[src/rtl/dcp_noc_decoder_if.sv]
// NoC input link plus decoded-packet bundle for dcp_noc_decoder.
// master = decoder side, slave = NoC source / DCP consumer side.
interface dcp_noc_decoder_if #(
  parameter int MAX_DATA = 8,
  parameter int CNT_W    = 4
);
  localparam int NOC_DATA_WIDTH   = 64;
  localparam int NOC_CHIPID_WIDTH = 14;
  localparam int NOC_X_WIDTH      = 8;
  localparam int NOC_Y_WIDTH      = 8;
  localparam int NOC_FBITS_WIDTH  = 4;
  localparam int MSG_TYPE_WIDTH   = 8;
  localparam int MSG_MSHRID_WIDTH = 8;
  localparam int MSG_LENGTH_WIDTH = 8;
  localparam int PHY_ADDR_WIDTH   = 40;

  logic                               noc_in_val;
  logic [NOC_DATA_WIDTH-1:0]          noc_in_data;
  logic                               noc_in_rdy;
  logic                               dec_val;
  logic                               dec_ack;
  logic [MSG_TYPE_WIDTH-1:0]          dec_type;
  logic [MSG_MSHRID_WIDTH-1:0]        dec_mshrid;
  logic [MSG_LENGTH_WIDTH-1:0]        dec_length;
  logic                               dec_resp;
  logic [PHY_ADDR_WIDTH-1:0]          dec_address;
  logic [15:0]                        dec_options_2;
  logic [NOC_CHIPID_WIDTH-1:0]        dec_src_chipid;
  logic [NOC_X_WIDTH-1:0]             dec_src_x;
  logic [NOC_Y_WIDTH-1:0]             dec_src_y;
  logic [NOC_FBITS_WIDTH-1:0]         dec_src_fbits;
  logic [MAX_DATA*NOC_DATA_WIDTH-1:0] dec_data;
  logic [CNT_W-1:0]                   dec_data_cnt;
  logic                               dec_overflow;
  logic                               drop_pulse;

  modport master (
    input  noc_in_val, noc_in_data, dec_ack,
    output noc_in_rdy, dec_val, dec_type, dec_mshrid, dec_length, dec_resp,
           dec_address, dec_options_2, dec_src_chipid, dec_src_x, dec_src_y,
           dec_src_fbits, dec_data, dec_data_cnt, dec_overflow, drop_pulse
  );

  modport slave (
    output noc_in_val, noc_in_data, dec_ack,
    input  noc_in_rdy, dec_val, dec_type, dec_mshrid, dec_length, dec_resp,
           dec_address, dec_options_2, dec_src_chipid, dec_src_x, dec_src_y,
           dec_src_fbits, dec_data, dec_data_cnt, dec_overflow, drop_pulse
  );
endinterface

[src/rtl/dcp_noc_decoder.sv]
// Parses DCP NoC flits into header fields plus a payload buffer, held under valid/ack until consumed.
// Optional DCP_NOC_DECODER_DEST_CHECK_EN: packets not addressed to this tile are consumed and dropped.
module dcp_noc_decoder #(
  parameter int MAX_DATA = 8,
  parameter int CNT_W    = 4
) (
  input  logic              clk,
  input  logic              rst_n,
  input  logic [13:0]       chipid,
  input  logic [7:0]        coreid_x,
  input  logic [7:0]        coreid_y,
  dcp_noc_decoder_if.master bus
);
  localparam int DW = 64;
  localparam logic [7:0] MSG_TYPE_NODATA_ACK = 8'd37;
  localparam logic [7:0] MSG_TYPE_DATA_ACK   = 8'd38;
  localparam logic [CNT_W-1:0] MAX_CNT = CNT_W'(MAX_DATA);

  typedef enum logic [2:0] {S_HDR1, S_HDR2, S_HDR3, S_PAYLOAD, S_HOLD} state_t;

  state_t           state_q, state_d;
  logic [7:0]       rem_q, type_q, mshrid_q, length_q;
  logic             resp_q;
  logic [39:0]      addr_q;
  logic [15:0]      opt2_q;
  logic [13:0]      src_chipid_q;
  logic [7:0]       src_x_q, src_y_q;
  logic [3:0]       src_fbits_q;
  logic [DW-1:0]    data_q [MAX_DATA];
  logic [CNT_W-1:0] cnt_q;
  logic             ovf_q, drop_q;

  logic       accept, last, dst_miss, h_resp;
  logic [7:0] h_len, h_type;
  logic       rdy_c, val_c, drop_c;

  assign accept = bus.noc_in_val && (state_q != S_HOLD);
  assign last   = (rem_q == 8'd1);
  assign h_len  = bus.noc_in_data[29:22];
  assign h_type = bus.noc_in_data[21:14];
  assign h_resp = (h_type == MSG_TYPE_DATA_ACK) || (h_type == MSG_TYPE_NODATA_ACK);

`ifdef DCP_NOC_DECODER_DEST_CHECK_EN
  assign dst_miss = (bus.noc_in_data[63:50] != chipid)
                 || (bus.noc_in_data[49:42] != coreid_x)
                 || (bus.noc_in_data[41:34] != coreid_y);
`else
  logic unused_tile_id;
  assign unused_tile_id = ^{chipid, coreid_x, coreid_y};
  assign dst_miss = 1'b0;
`endif

  always_ff @(posedge clk or negedge rst_n) begin
    if (!rst_n) state_q <= S_HDR1;
    else        state_q <= state_d;
  end

  always_comb begin
    state_d = state_q;
    case (state_q)
      S_HDR1: if (accept) begin
        if (h_len == 8'd0)          state_d = dst_miss ? S_HDR1 : S_HOLD;
        else if (h_resp || dst_miss) state_d = S_PAYLOAD;
        else                         state_d = S_HDR2;
      end
      S_HDR2:    if (accept) state_d = last ? S_HOLD : S_HDR3;
      S_HDR3:    if (accept) state_d = last ? S_HOLD : S_PAYLOAD;
      S_PAYLOAD: if (accept && last) state_d = drop_q ? S_HDR1 : S_HOLD;
      S_HOLD:    if (bus.dec_ack) state_d = S_HDR1;
      default:   state_d = S_HDR1;
    endcase
  end

  always_comb begin
    rdy_c  = (state_q != S_HOLD);
    val_c  = (state_q == S_HOLD);
    drop_c = accept && (((state_q == S_HDR1) && dst_miss && (h_len == 8'd0))
                     || ((state_q == S_PAYLOAD) && drop_q && last));
  end

  // Header 1 wipes every field so a short packet never exposes a previous packet's data.
  always_ff @(posedge clk or negedge rst_n) begin
    if (!rst_n) begin
      rem_q        <= '0;
      type_q       <= '0;
      mshrid_q     <= '0;
      length_q     <= '0;
      resp_q       <= 1'b0;
      addr_q       <= '0;
      opt2_q       <= '0;
      src_chipid_q <= '0;
      src_x_q      <= '0;
      src_y_q      <= '0;
      src_fbits_q  <= '0;
      cnt_q        <= '0;
      ovf_q        <= 1'b0;
      drop_q       <= 1'b0;
      for (int i = 0; i < MAX_DATA; i++) data_q[i] <= '0;
    end else if (accept) begin
      case (state_q)
        S_HDR1: begin
          rem_q        <= h_len;
          type_q       <= h_type;
          mshrid_q     <= bus.noc_in_data[13:6];
          length_q     <= h_len;
          resp_q       <= h_resp;
          addr_q       <= '0;
          opt2_q       <= '0;
          src_chipid_q <= '0;
          src_x_q      <= '0;
          src_y_q      <= '0;
          src_fbits_q  <= '0;
          cnt_q        <= '0;
          ovf_q        <= 1'b0;
          drop_q       <= dst_miss;
          for (int i = 0; i < MAX_DATA; i++) data_q[i] <= '0;
        end
        S_HDR2: begin
          rem_q  <= rem_q - 8'd1;
          addr_q <= bus.noc_in_data[39:0];
          opt2_q <= bus.noc_in_data[55:40];
        end
        S_HDR3: begin
          rem_q        <= rem_q - 8'd1;
          src_chipid_q <= bus.noc_in_data[63:50];
          src_x_q      <= bus.noc_in_data[49:42];
          src_y_q      <= bus.noc_in_data[41:34];
          src_fbits_q  <= bus.noc_in_data[33:30];
        end
        S_PAYLOAD: begin
          rem_q <= rem_q - 8'd1;
          if (!drop_q) begin
            if (cnt_q < MAX_CNT) begin
              for (int i = 0; i < MAX_DATA; i++)
                if (cnt_q == CNT_W'(i)) data_q[i] <= bus.noc_in_data;
              cnt_q <= cnt_q + CNT_W'(1);
            end else begin
              ovf_q <= 1'b1;
            end
          end
        end
        default: ;
      endcase
    end
  end

  assign bus.noc_in_rdy     = rdy_c;
  assign bus.dec_val        = val_c;
  assign bus.drop_pulse     = drop_c;
  assign bus.dec_type       = type_q;
  assign bus.dec_mshrid     = mshrid_q;
  assign bus.dec_length     = length_q;
  assign bus.dec_resp       = resp_q;
  assign bus.dec_address    = addr_q;
  assign bus.dec_options_2  = opt2_q;
  assign bus.dec_src_chipid = src_chipid_q;
  assign bus.dec_src_x      = src_x_q;
  assign bus.dec_src_y      = src_y_q;
  assign bus.dec_src_fbits  = src_fbits_q;
  assign bus.dec_data_cnt   = cnt_q;
  assign bus.dec_overflow   = ovf_q;

  for (genvar g = 0; g < MAX_DATA; g++) begin : g_slot
    assign bus.dec_data[g*DW +: DW] = data_q[g];
  end
endmodule

[src/flat_wrapper.sv]
// flat-port wrapper written by rule: the top's interface ports become plain ports
module dcp_noc_decoder_flat 
#(
  parameter int MAX_DATA = 8,
  parameter int CNT_W    = 4
)
  (clk, rst_n, chipid, coreid_x, coreid_y, bus_noc_in_val, bus_noc_in_data, bus_dec_ack, bus_noc_in_rdy, bus_dec_val, bus_dec_type, bus_dec_mshrid, bus_dec_length, bus_dec_resp, bus_dec_address, bus_dec_options_2, bus_dec_src_chipid, bus_dec_src_x, bus_dec_src_y, bus_dec_src_fbits, bus_dec_data, bus_dec_data_cnt, bus_dec_overflow, bus_drop_pulse);
  dcp_noc_decoder_if #(.MAX_DATA(MAX_DATA), .CNT_W(CNT_W)) bus_i ();
  input  logic clk;
  input  logic rst_n;
  input  logic [13:0] chipid;
  input  logic [7:0] coreid_x;
  input  logic [7:0] coreid_y;
  input wire logic [$bits(bus_i.noc_in_val)-1:0] bus_noc_in_val;
  input wire logic [$bits(bus_i.noc_in_data)-1:0] bus_noc_in_data;
  input wire logic [$bits(bus_i.dec_ack)-1:0] bus_dec_ack;
  output wire logic [$bits(bus_i.noc_in_rdy)-1:0] bus_noc_in_rdy;
  output wire logic [$bits(bus_i.dec_val)-1:0] bus_dec_val;
  output wire logic [$bits(bus_i.dec_type)-1:0] bus_dec_type;
  output wire logic [$bits(bus_i.dec_mshrid)-1:0] bus_dec_mshrid;
  output wire logic [$bits(bus_i.dec_length)-1:0] bus_dec_length;
  output wire logic [$bits(bus_i.dec_resp)-1:0] bus_dec_resp;
  output wire logic [$bits(bus_i.dec_address)-1:0] bus_dec_address;
  output wire logic [$bits(bus_i.dec_options_2)-1:0] bus_dec_options_2;
  output wire logic [$bits(bus_i.dec_src_chipid)-1:0] bus_dec_src_chipid;
  output wire logic [$bits(bus_i.dec_src_x)-1:0] bus_dec_src_x;
  output wire logic [$bits(bus_i.dec_src_y)-1:0] bus_dec_src_y;
  output wire logic [$bits(bus_i.dec_src_fbits)-1:0] bus_dec_src_fbits;
  output wire logic [$bits(bus_i.dec_data)-1:0] bus_dec_data;
  output wire logic [$bits(bus_i.dec_data_cnt)-1:0] bus_dec_data_cnt;
  output wire logic [$bits(bus_i.dec_overflow)-1:0] bus_dec_overflow;
  output wire logic [$bits(bus_i.drop_pulse)-1:0] bus_drop_pulse;
  assign bus_i.noc_in_val = bus_noc_in_val;
  assign bus_i.noc_in_data = bus_noc_in_data;
  assign bus_i.dec_ack = bus_dec_ack;
  assign bus_noc_in_rdy = bus_i.noc_in_rdy;
  assign bus_dec_val = bus_i.dec_val;
  assign bus_dec_type = bus_i.dec_type;
  assign bus_dec_mshrid = bus_i.dec_mshrid;
  assign bus_dec_length = bus_i.dec_length;
  assign bus_dec_resp = bus_i.dec_resp;
  assign bus_dec_address = bus_i.dec_address;
  assign bus_dec_options_2 = bus_i.dec_options_2;
  assign bus_dec_src_chipid = bus_i.dec_src_chipid;
  assign bus_dec_src_x = bus_i.dec_src_x;
  assign bus_dec_src_y = bus_i.dec_src_y;
  assign bus_dec_src_fbits = bus_i.dec_src_fbits;
  assign bus_dec_data = bus_i.dec_data;
  assign bus_dec_data_cnt = bus_i.dec_data_cnt;
  assign bus_dec_overflow = bus_i.dec_overflow;
  assign bus_drop_pulse = bus_i.drop_pulse;
  dcp_noc_decoder #(.MAX_DATA(MAX_DATA), .CNT_W(CNT_W)) u_core (.clk(clk), .rst_n(rst_n), .chipid(chipid), .coreid_x(coreid_x), .coreid_y(coreid_y), .bus(bus_i));
endmodule
[config.mk]
export PLATFORM = sky130hd
export DESIGN_NAME = dcp_noc_decoder_flat
export DESIGN_NICKNAME = d
export VERILOG_FILES = /design/src/rtl/dcp_noc_decoder_if.sv /design/src/rtl/dcp_noc_decoder.sv /design/src/flat_wrapper.sv
export SDC_FILE = /design/constraint.sdc
export NUM_CORES = 1
export LEC_CHECK = 0
export ABC_AREA = 1
export CAP_MARGIN = 20
export CELL_PAD_IN_SITES_DETAIL_PLACEMENT = 1
export CELL_PAD_IN_SITES_GLOBAL_PLACEMENT = 1
export CORE_AREA = 2 2 282 284
export DETAILED_ROUTE_END_ITERATION = 6
export DIE_AREA = 0 0 284 286
export HOLD_SLACK_MARGIN = 0.03
export PLACE_DENSITY_LB_ADDON = 0.1
export SLEW_MARGIN = 30
export SYNTH_ARGS = -nofsm -noshare
export SYNTH_HDL_FRONTEND = slang
export SYNTH_SLANG_ARGS = --single-unit
[constraint.sdc]
create_clock -name clk -period 1.8 [get_ports clk]
set_input_delay 0.27 -clock clk [delete_from_list [all_inputs] [get_ports clk]]
set_output_delay 0.27 -clock clk [all_outputs]
set_load 0.02 [all_outputs]
[Word level (Yosys, flattened, before mapping)]
Index checks and enable logic that the tools add are counted.
Widths: inputs -> output; s select.
Storage, ports and cells
  register bits: 643
  logic and storage cells: 112
Operators by class
  add/subtract/negate cells: 2
  $lt $le $gt $ge: 1
  eq/ne operators: 30
  mux-type cells: 31
  reductions and logical operators: 26
Operators with widths (count)
  $pmux 512 s2: 1
  $mux 512: 1
  $mux 64: 8
  $pmux 40 s2: 1
  $pmux 8 s2: 3
  $pmux 16 s2: 1
  $reduce_and 4->1: 8
  $pmux 14 s2: 1
  $mux 3: 8
  $ne 2x2->1 const B: 11
  $eq 4x3->1 const B: 4
  $eq 8x6->1 const B: 2
  $pmux 4 s2: 2
  $pmux 3 s5: 1
  $eq 4x2->1 const B: 2
  $eq 8x1->1 const B: 1
  $logic_not 8->1: 1
  $ne 2x1->1 const B: 4
  $reduce_and 2->1: 4
  $reduce_bool 2->1: 4
  $sub 8x1->8 const B: 1
  $eq 3x2->1 const B: 2
  $reduce_and 3->1: 2
  $reduce_and 5->1: 1
  other kinds (15): 16

[Depth between registers and ports, before layout]
Gate-level depths: netlist (run 1).
  word-level depth: 6
  mapped depth: 10

[Worst setup path before layout (run 1)]
No wires, ideal clock.
  path type: flip-flop to flip-flop
  from: register u_core.state_q[0]
  to: register u_core.data_q, in the netlist u_core.bus.dec_data[115]
  arrival time: 1514 ps
  required time: 1670 ps
  path slack: 156 ps
  stages on the path, launching flop included: 10
  buffers on the path: 3
  path through: dfrtp_1 > buf_6 > nor2_4 > inv_2 > a21oi_4 > nand2_2 > buf_4 > buf_2 > nand2_1 > o21ai_0
Between the ends
  longest elaborated chain between the ends: 3
Ends and longest elaborated chain
  from (decl): RTL line dcp_noc_decoder.sv:21  | state_t state_q, state_d;
  from (signal assigned): RTL line dcp_noc_decoder.sv:55  | else state_q <= state_d;
  $eq 3x2->1 (tied with other cells)
  $ne 2x2->1 (no line) (tied with other cells)
  $reduce_and 4->1 (no line)
  to (signal, indexed assignment): RTL line dcp_noc_decoder.sv:135  | if (cnt_q == CNT_W'(i)) data_q[i] <= bus.noc_in_data;
  to (decl): RTL line dcp_noc_decoder.sv:29  | logic [DW-1:0] data_q [MAX_DATA];
Several ways; a longest one is shown, not always the timed one.
A chain may end at the register's enable or synchronous reset.

[Final worst setup path (run 1)]
  from: register u_core.state_q[0]
  to: register u_core.data_q, in the netlist u_core.bus.dec_data[96]
Same word-level chain as after synthesis.

==> impl_metrics.ini, run 1 <==
[run_status]
status = complete, but fails checks
failed_checks = setup timing

[cts]
cts-root-to-sink-buffers = 3
cts.clk_slew.worst_paths_ns = 0.06
clockRootBuffer = sky130_fd_sc_hd__clkbuf_16
numCtsBuffers = 77
clock_insertion_delay_worst_skew_ns = 0.62
cts-htree-levels = 3
cts_tree = built
cts.sinks = 643

[timing]
final.setup_skew_ns = 0.0251
final_critical_path_setup_slack_ns = -0.164
timing.slew.headroom_pct = 53.5
timing.fmax_ghz = 0.509
report.final.slew_viol_count = 0
minimum_clock_period_after_layout_ns = 1.96
grt_setup_unrepaired = yes
hold_viol_final = 0
setup_violations = 483
timing.final.crit_share_pct = 109
worst-slew-pin-transition_ns = 0.697

[yosys]
ys_dominant_reg_cell = sky130_fd_sc_hd__dfrtp_1
netlist-cell-type-count = 30
yosys_register_bits = 643
post_synth_edffs = 0
combined_area_of_all_synthesized_cells_mm2 = 0.0241
synthArstFlopShare_pct = 100
synth_top_area_share_pct = 66.9
syn_nets = 2507
yosysWarningCount = 0
synthesis.instances = 2403
synth.cells.most_frequent = sky130_fd_sc_hd__nand2_1 (766), sky130_fd_sc_hd__dfrtp_1 (643), sky130_fd_sc_hd__o21ai_0 (425)
netlist.top_cell.by_area = sky130_fd_sc_hd__dfrtp_1
synthesis.area_per_instance_um2 = 10.0
yosysSeqAreaShare_pct = 66.9
most_instantiated_library_cell_after_synthesis = sky130_fd_sc_hd__nand2_1
synth_area_leaders = sky130_fd_sc_hd__dfrtp_1 (67%), sky130_fd_sc_hd__nand2_1 (12%), sky130_fd_sc_hd__o21ai_0 (8.8%), sky130_fd_sc_hd__o21ai_1 (3.2%), sky130_fd_sc_hd__buf_2 (1.7%)

[placement]
dp.cells = 4141
gp_congestion = 0.816
place_hpwl_mm = 70.7
port_buffers = 701

[routing]
wirelength_mm = 112
initialDrtViolationCount = 1183
route.detailed.vias_per_inst = 4.89
routedLengthMet1_mm = 44.1
routed-via-count = 21300
detailroute.wirelength.met2_mm = 57.0
top_signal_layer_used = met5
routed_wire_length_per_instance_um = 25.7
remaining_drc_errors = 0
met3_length_mm = 6.59
antenna_left = 0
firstDrtPassIters = 5

[min_path]
hold_path.class = primary input to asynchronous set/reset pin

[finish]
area_growth_syn_to_layout_pct = 52.8
layout.cells.non_filler = 4347
fill_cells = 8840
final_util_pct = 46.9
nNetsFinal = 3338
fraction_of_final_layout_cells_sized_beyond_drive_strength_1_pct = 13.0

[setup_path]
critical-path-max-stage-delay_ns = 0.50
worst_setup_end_kind = flop
critical_path.most_common_cell = sky130_fd_sc_hd__buf_12
worst_endpoint_data_arrival_time_ns = 2.44
crit_family = buffers and inverters
worst-endpoint-required_ns = 2.28
critical_path_cell_sequence = nor2_4 > buf_6 > inv_6 > a21oi_4 > buf_12 > buf_8 > nand2_8 > buf_12 > nand2_1 > o21ai_0
path_buf_inv = 5
kind_of_start_point_of_the_critical_path = flop
cpMaxStageDelayCell = sky130_fd_sc_hd__dfrtp_4
cp_max_fo = 56
ws_path_type = flop to flop

[power_and_ir_drop]
leakagePower_nw = 19.1
worst_ir_drop_vdd_uv = 775
power-per-cell-area_mw_per_mm2 = 2070

[floorplanning]
initial_utilization_pct = 30.7
die_width_um = 284
top_level_ports = 733
rows = 103
die_area_mm2 = 0.0812
coreArea_mm2 = 0.0784
chipHeight_um = 286

[run]
cap_viol_max_count = 0

[global_route]
grt_max_degree = 89
antenna_found_initial = 10
overflow = 0
groute.usage.overall_pct = 25.3
via_count_of_the_first_global_routing_pass = 22200
global_route_wire_length_before_repair_mm = 153
==> cell usage in the layout (no fill, tap or decap), types with 2 or more instances in the layout <==
master	n
sky130_fd_sc_hd__clkinvlp_4	6
sky130_fd_sc_hd__a21oi_1	61
sky130_fd_sc_hd__dfrtp_2	2
sky130_fd_sc_hd__buf_12	46
sky130_fd_sc_hd__buf_4	101
sky130_fd_sc_hd__o21ai_1	184
sky130_fd_sc_hd__o21ai_4	5
sky130_fd_sc_hd__dfrtp_1	640
sky130_fd_sc_hd__dlygate4sd2_1	630
sky130_fd_sc_hd__inv_1	32
sky130_fd_sc_hd__bufinv_16	5
sky130_fd_sc_hd__clkinv_2	10
sky130_fd_sc_hd__nand3_1	41
sky130_fd_sc_hd__clkbuf_16	95
sky130_fd_sc_hd__nand2_2	25
sky130_fd_sc_hd__nor2_4	4
sky130_fd_sc_hd__o211ai_1	2
sky130_fd_sc_hd__ha_1	6
sky130_fd_sc_hd__nand2_4	23
sky130_fd_sc_hd__buf_8	4
sky130_fd_sc_hd__buf_16	24
sky130_fd_sc_hd__buf_6	17
sky130_fd_sc_hd__o21ai_2	25
sky130_fd_sc_hd__clkbuf_1	19
sky130_fd_sc_hd__clkbuf_8	14
sky130_fd_sc_hd__nand2_8	10
sky130_fd_sc_hd__clkinv_8	3
sky130_fd_sc_hd__diode_2	6
sky130_fd_sc_hd__inv_6	2
sky130_fd_sc_hd__o21ai_0	364
sky130_fd_sc_hd__nand2_1	722
sky130_fd_sc_hd__nor2_1	80
sky130_fd_sc_hd__nor3_1	2
sky130_fd_sc_hd__nand4_1	7
sky130_fd_sc_hd__clkdlybuf4s50_1	66
==> power breakdown <==
part,total [W],internal (W),switching [W],leakage [nW]
Sequential,0.0236,0.0202,0.00343,8.67
Clock,0.0156,0.00928,0.00635,1.22
Combinational,0.0368,0.0128,0.0241,9.20
==> worst paths after layout <==
path | startpoint | endpoint | slack (ns) | depth (start not counted)
max in group asynchronous | rst_n | u_core.bus.dec_length[4] | 0.84 | 4
worst max-delay path | u_core.state_q[0] | u_core.bus.dec_data[96] | -0.16 | 10
worst min register to register | u_core.bus.dec_overflow | u_core.bus.dec_overflow | 0.47 | 2
worst max register to register | u_core.state_q[0] | u_core.bus.dec_data[96] | -0.16 | 10
min in group clk | bus_noc_in_data[62] | u_core.bus.dec_src_chipid[12] | 0.24 | 3
worst min-delay path | rst_n | u_core.bus.dec_data[196] | 0.11 | 2
==> routing by layer <==
metal	track usage, %	vias to the layer above
met3	6.24	180
met2	44.5	615
li1	-	9587
met5	0	-
met4	9.59	4
met1	29.9	10900
==> what timing repair did <==
action | CTS | global route
setup endpoints to repair | 758 | 528
hold buffers | 1 | 0
resized for setup | 698 | 178
gates cloned | 18 | 27
endpoints found under the hold margin | 315 | 0
pin swaps | 2 | 8
buffers inserted | 6 | 12
==> registers in the layout, summed over array words and instances (netlist names) <==
name / count
u_core.bus.dec_address: 40
u_core.bus.dec_resp: 1
u_core.bus.dec_src_fbits: 4
u_core.bus.dec_options_2: 16
u_core.bus.dec_src_chipid: 14
u_core.bus.dec_data_cnt: 4
u_core.state_q: 3
u_core.bus.dec_length: 8
u_core.bus.dec_type: 8
u_core.bus.dec_src_x: 8
u_core.bus.dec_data: 512
u_core.bus.dec_overflow: 1
u_core.rem_q: 8
u_core.bus.dec_src_y: 8
u_core.bus.dec_mshrid: 8
==> per-stage QoR <==
stage	worst slack [ns]	setup TNS [ns]	hold WS [ns]	power [W]	instance area [um^2]
after floorplan	0.156	0	-0.0256	0.0399	24100
final	-0.164	-31.54	0.109	0.0761	36800
after global placement	-0.101	-20.42	0.165	0.0586	33200
after detailed placement	-0.184	-37.13	0.168	0.0594	33200
after global routing	-0.233	-76.45	0.129	0.0800	36800
after CTS	-0.109	-15.00	0.0913	0.0736	35600
==> cell type report <==
cell class / instances / area, um^2 / share of cell area, %
multi-input cells: 1569 / 7430 / 20.2
clock buffers: 111 / 2220 / 6.03
well taps: 1050 / 1310 / 3.57
diodes: 6 / 15.0 / 0.0408
repair buffers: 909 / 9260 / 25.2
flip-flops and latches: 643 / 16100 / 43.8
inverters: 34 / 133 / 0.361
clock inverters: 25 / 303 / 0.824
==> logic make-up after synthesis <==
logic type	after synthesis	synth area share (%)
other cells	1	0.0156
buf+inv	195	4.58
simple gates	913	14.7
fa+ha+maj	6	0.312
compound gates	644	13.5
flops	643	66.9
xor+xnor	1	0.0364
No activity file was read; power rests on OpenSTA's default activity.
==> run 2, diff against run 1 <==
Settings changed: TNS_END_PERCENT set to 20.
==> impl_metrics.ini, run 2 (synthesis gave the netlist of run 1 again) <==
[power_and_ir_drop]
leakagePower_nw = 18.5
clock_power_share_pct = 21.6
p_seq_share_pct = 32.6
combinationalPowerShare_pct = 45.8
p_int_w = 0.0404
sw_frac_of_total_pct = 44.0
worst_ir_drop_vdd_uv = 782
p_switching_w = 0.0317
power-per-cell-area_mw_per_mm2 = 2030

[finish]
final_util_pct = 45.3
fraction_of_final_layout_cells_sized_beyond_drive_strength_1_pct = 10.9
area_growth_syn_to_layout_pct = 47.6
commonest_non_fill_non_tap_cell_in_the_layout = sky130_fd_sc_hd__nand2_1
mostFrequentLayoutCells = sky130_fd_sc_hd__nand2_1 (740), sky130_fd_sc_hd__dfrtp_1 (640), sky130_fd_sc_hd__dlygate4sd2_1 (630)
multi_input_area_mm2 = 0.00709
sequential_cell_area_mm2 = 0.0161
fill_cells = 8956
nNetsFinal = 3295
flip_flop_count_of_the_largest_register_after_layout = 512

[placement]
place_hpwl_mm = 70.7
port_buffers = 701
gp_congestion = 0.816

[setup_path]
worst-endpoint-required_ns = 2.34
ws_path_type = flop to flop
r2r.worst_path.cells = 9
startpoint_of_the_most_critical_setup_path = u_core.state_q[0]
worst_r2r_dst = u_core.bus.dec_data[384]
critical_path.most_common_cell = sky130_fd_sc_hd__buf_12
cp_max_fo = 8
critical-path-max-stage-delay_ns = 0.50
r2r_start = u_core.state_q[0]
cpMaxStageDelayCell = sky130_fd_sc_hd__dfrtp_4
critical_path_cell_sequence = nor2_4 > buf_6 > inv_4 > a21oi_4 > buf_12 > nand2_8 > buf_12 > clkbuf_16 > o21ai_4
kind_of_start_point_of_the_critical_path = flop
worst_endpoint_data_arrival_time_ns = 2.37
regToRegSetupSlack_ns = -0.03
worst_setup_end_kind = flop

[cts]
clockRootBuffer = sky130_fd_sc_hd__clkbuf_16
clock_insertion_delay_worst_skew_ns = 0.61
cts-htree-levels = 3
numCtsBuffers = 77
cts.sinks = 643
cts_tree = built
cts-root-to-sink-buffers = 3
cts.clk_slew.worst_paths_ns = 0.06

[routing]
wirelength_mm = 102
routed_wire_length_per_instance_um = 23.7
route.detailed.vias_per_inst = 4.78
antenna_left = 0
remaining_drc_errors = 0
initialDrtViolationCount = 1073
routed-via-count = 20600
firstDrtPassIters = 5

[timing]
grt_setup_unrepaired = yes
timing.fmax_ghz = 0.546
worst-slew-pin-transition_ns = 0.696
hold_viol_final = 0
timing.final.crit_share_pct = 102
hold-worst-slack_ns = 0.113
setup_violations = 20
report.final.slew_viol_count = 0
minimum_clock_period_after_layout_ns = 1.83
timing.slew.headroom_pct = 53.6
final.setup_skew_ns = 0.0244
final_critical_path_setup_slack_ns = -0.0321

[floorplanning]
rows = 103
chipHeight_um = 286
initial_utilization_pct = 30.7
top_level_ports = 733
die_width_um = 284
coreArea_mm2 = 0.0784
die_area_mm2 = 0.0812

[run_status]
failed_checks = setup timing
status = complete, but fails checks

[global_route]
antenna_found_initial = 9
groute.usage.overall_pct = 23.7
via_count_of_the_first_global_routing_pass = 21700
grt_max_degree = 89
overflow = 0
global_route_wire_length_before_repair_mm = 145

[min_path]
hold_path.class = primary input to asynchronous set/reset pin

[run]
cap_viol_max_count = 0
==> run 2: worst max path at each step <==
stage | to | slack (ns) | depth (start not counted)
CTS | u_core.bus.dec_data[196] | -0.09 | 7
finish | u_core.bus.dec_data[384] | -0.03 | 9
floorplan | u_core.bus.dec_data[115] | 0.16 | 9
detailed placement | u_core.bus.dec_data[200] | -0.18 | 8
global route | u_core.bus.dec_data[138] | -0.11 | 8
global placement | u_core.bus.dec_data[161] | -0.10 | 8
==> run 2: timing repair <==
item | CTS | global route
pin swaps | 3 | 3
buffers inserted | 1 | 5
hold buffers | 1 | 0
hold endpoints to repair | 315 | 0
setup endpoints to repair | 758 | 527
gates cloned | 0 | 14
resized for setup | 657 | 115
==> run 2: through the flow <==
step | setup TNS [ns] | area, um^2 | power, W | setup slack (ns) | instances
floorplan | 0 | 24100 | 0.0399 | 0.156 | 2403
global route | -14.57 | 35500 | 0.0761 | -0.105 | 4303
global placement | -20.42 | 33200 | 0.0586 | -0.101 | 4141
finish | -0.265 | 35500 | 0.0720 | -0.0321 | 4304
CTS | -2.01 | 35000 | 0.0714 | -0.0879 | 4279
detailed placement | -37.13 | 33200 | 0.0594 | -0.184 | 4141
==> run 2: routing by layer <==
layer / global-route usage (%) / share of wire [%] / up-vias
met5: 0 / 0.038 / -
met4: 10.2 / 4.1 / 6
met3: 6.14 / 6.0 / 171
met2: 41.1 / 50 / 546
met1: 27.7 / 39 / 10400
li1: - / - / 9480
==> run 2: final cells by class <==
cell class / instances / area share, %
clock inverter: 25 / 0.853
multi-input combinational: 1565 / 20.0
antenna: 6 / 0.0423
sequential: 643 / 45.3
timing repair buffer: 870 / 23.5
clock buffer: 111 / 6.24
inverter: 34 / 0.366
tap: 1050 / 3.70
==> run 2: worst max-delay path: cells and delay by family (launching register included) <==
kind            cells  cell delay, ns
compound gates      2            0.27
buf+inv             5            0.69
flops               1            0.50
simple gates        2            0.29
==> run 2: power by group through the flow <==
stage                     clock network [W]  logic, W  registers, W
after detailed placement                  0    0.0356        0.0238
final                                0.0155    0.0330        0.0235
after floorplan                           0   0.00951        0.0304
after CTS                            0.0160    0.0319        0.0235
after global routing                 0.0165    0.0354        0.0242
after global placement                    0    0.0350        0.0236
==> run 3, diff against run 2 <==
Settings changed: SLEW_MARGIN 30 to 0.
==> results of run 3 <==
Same layout as run 2: the final DEF is identical, and so are final timing and power.
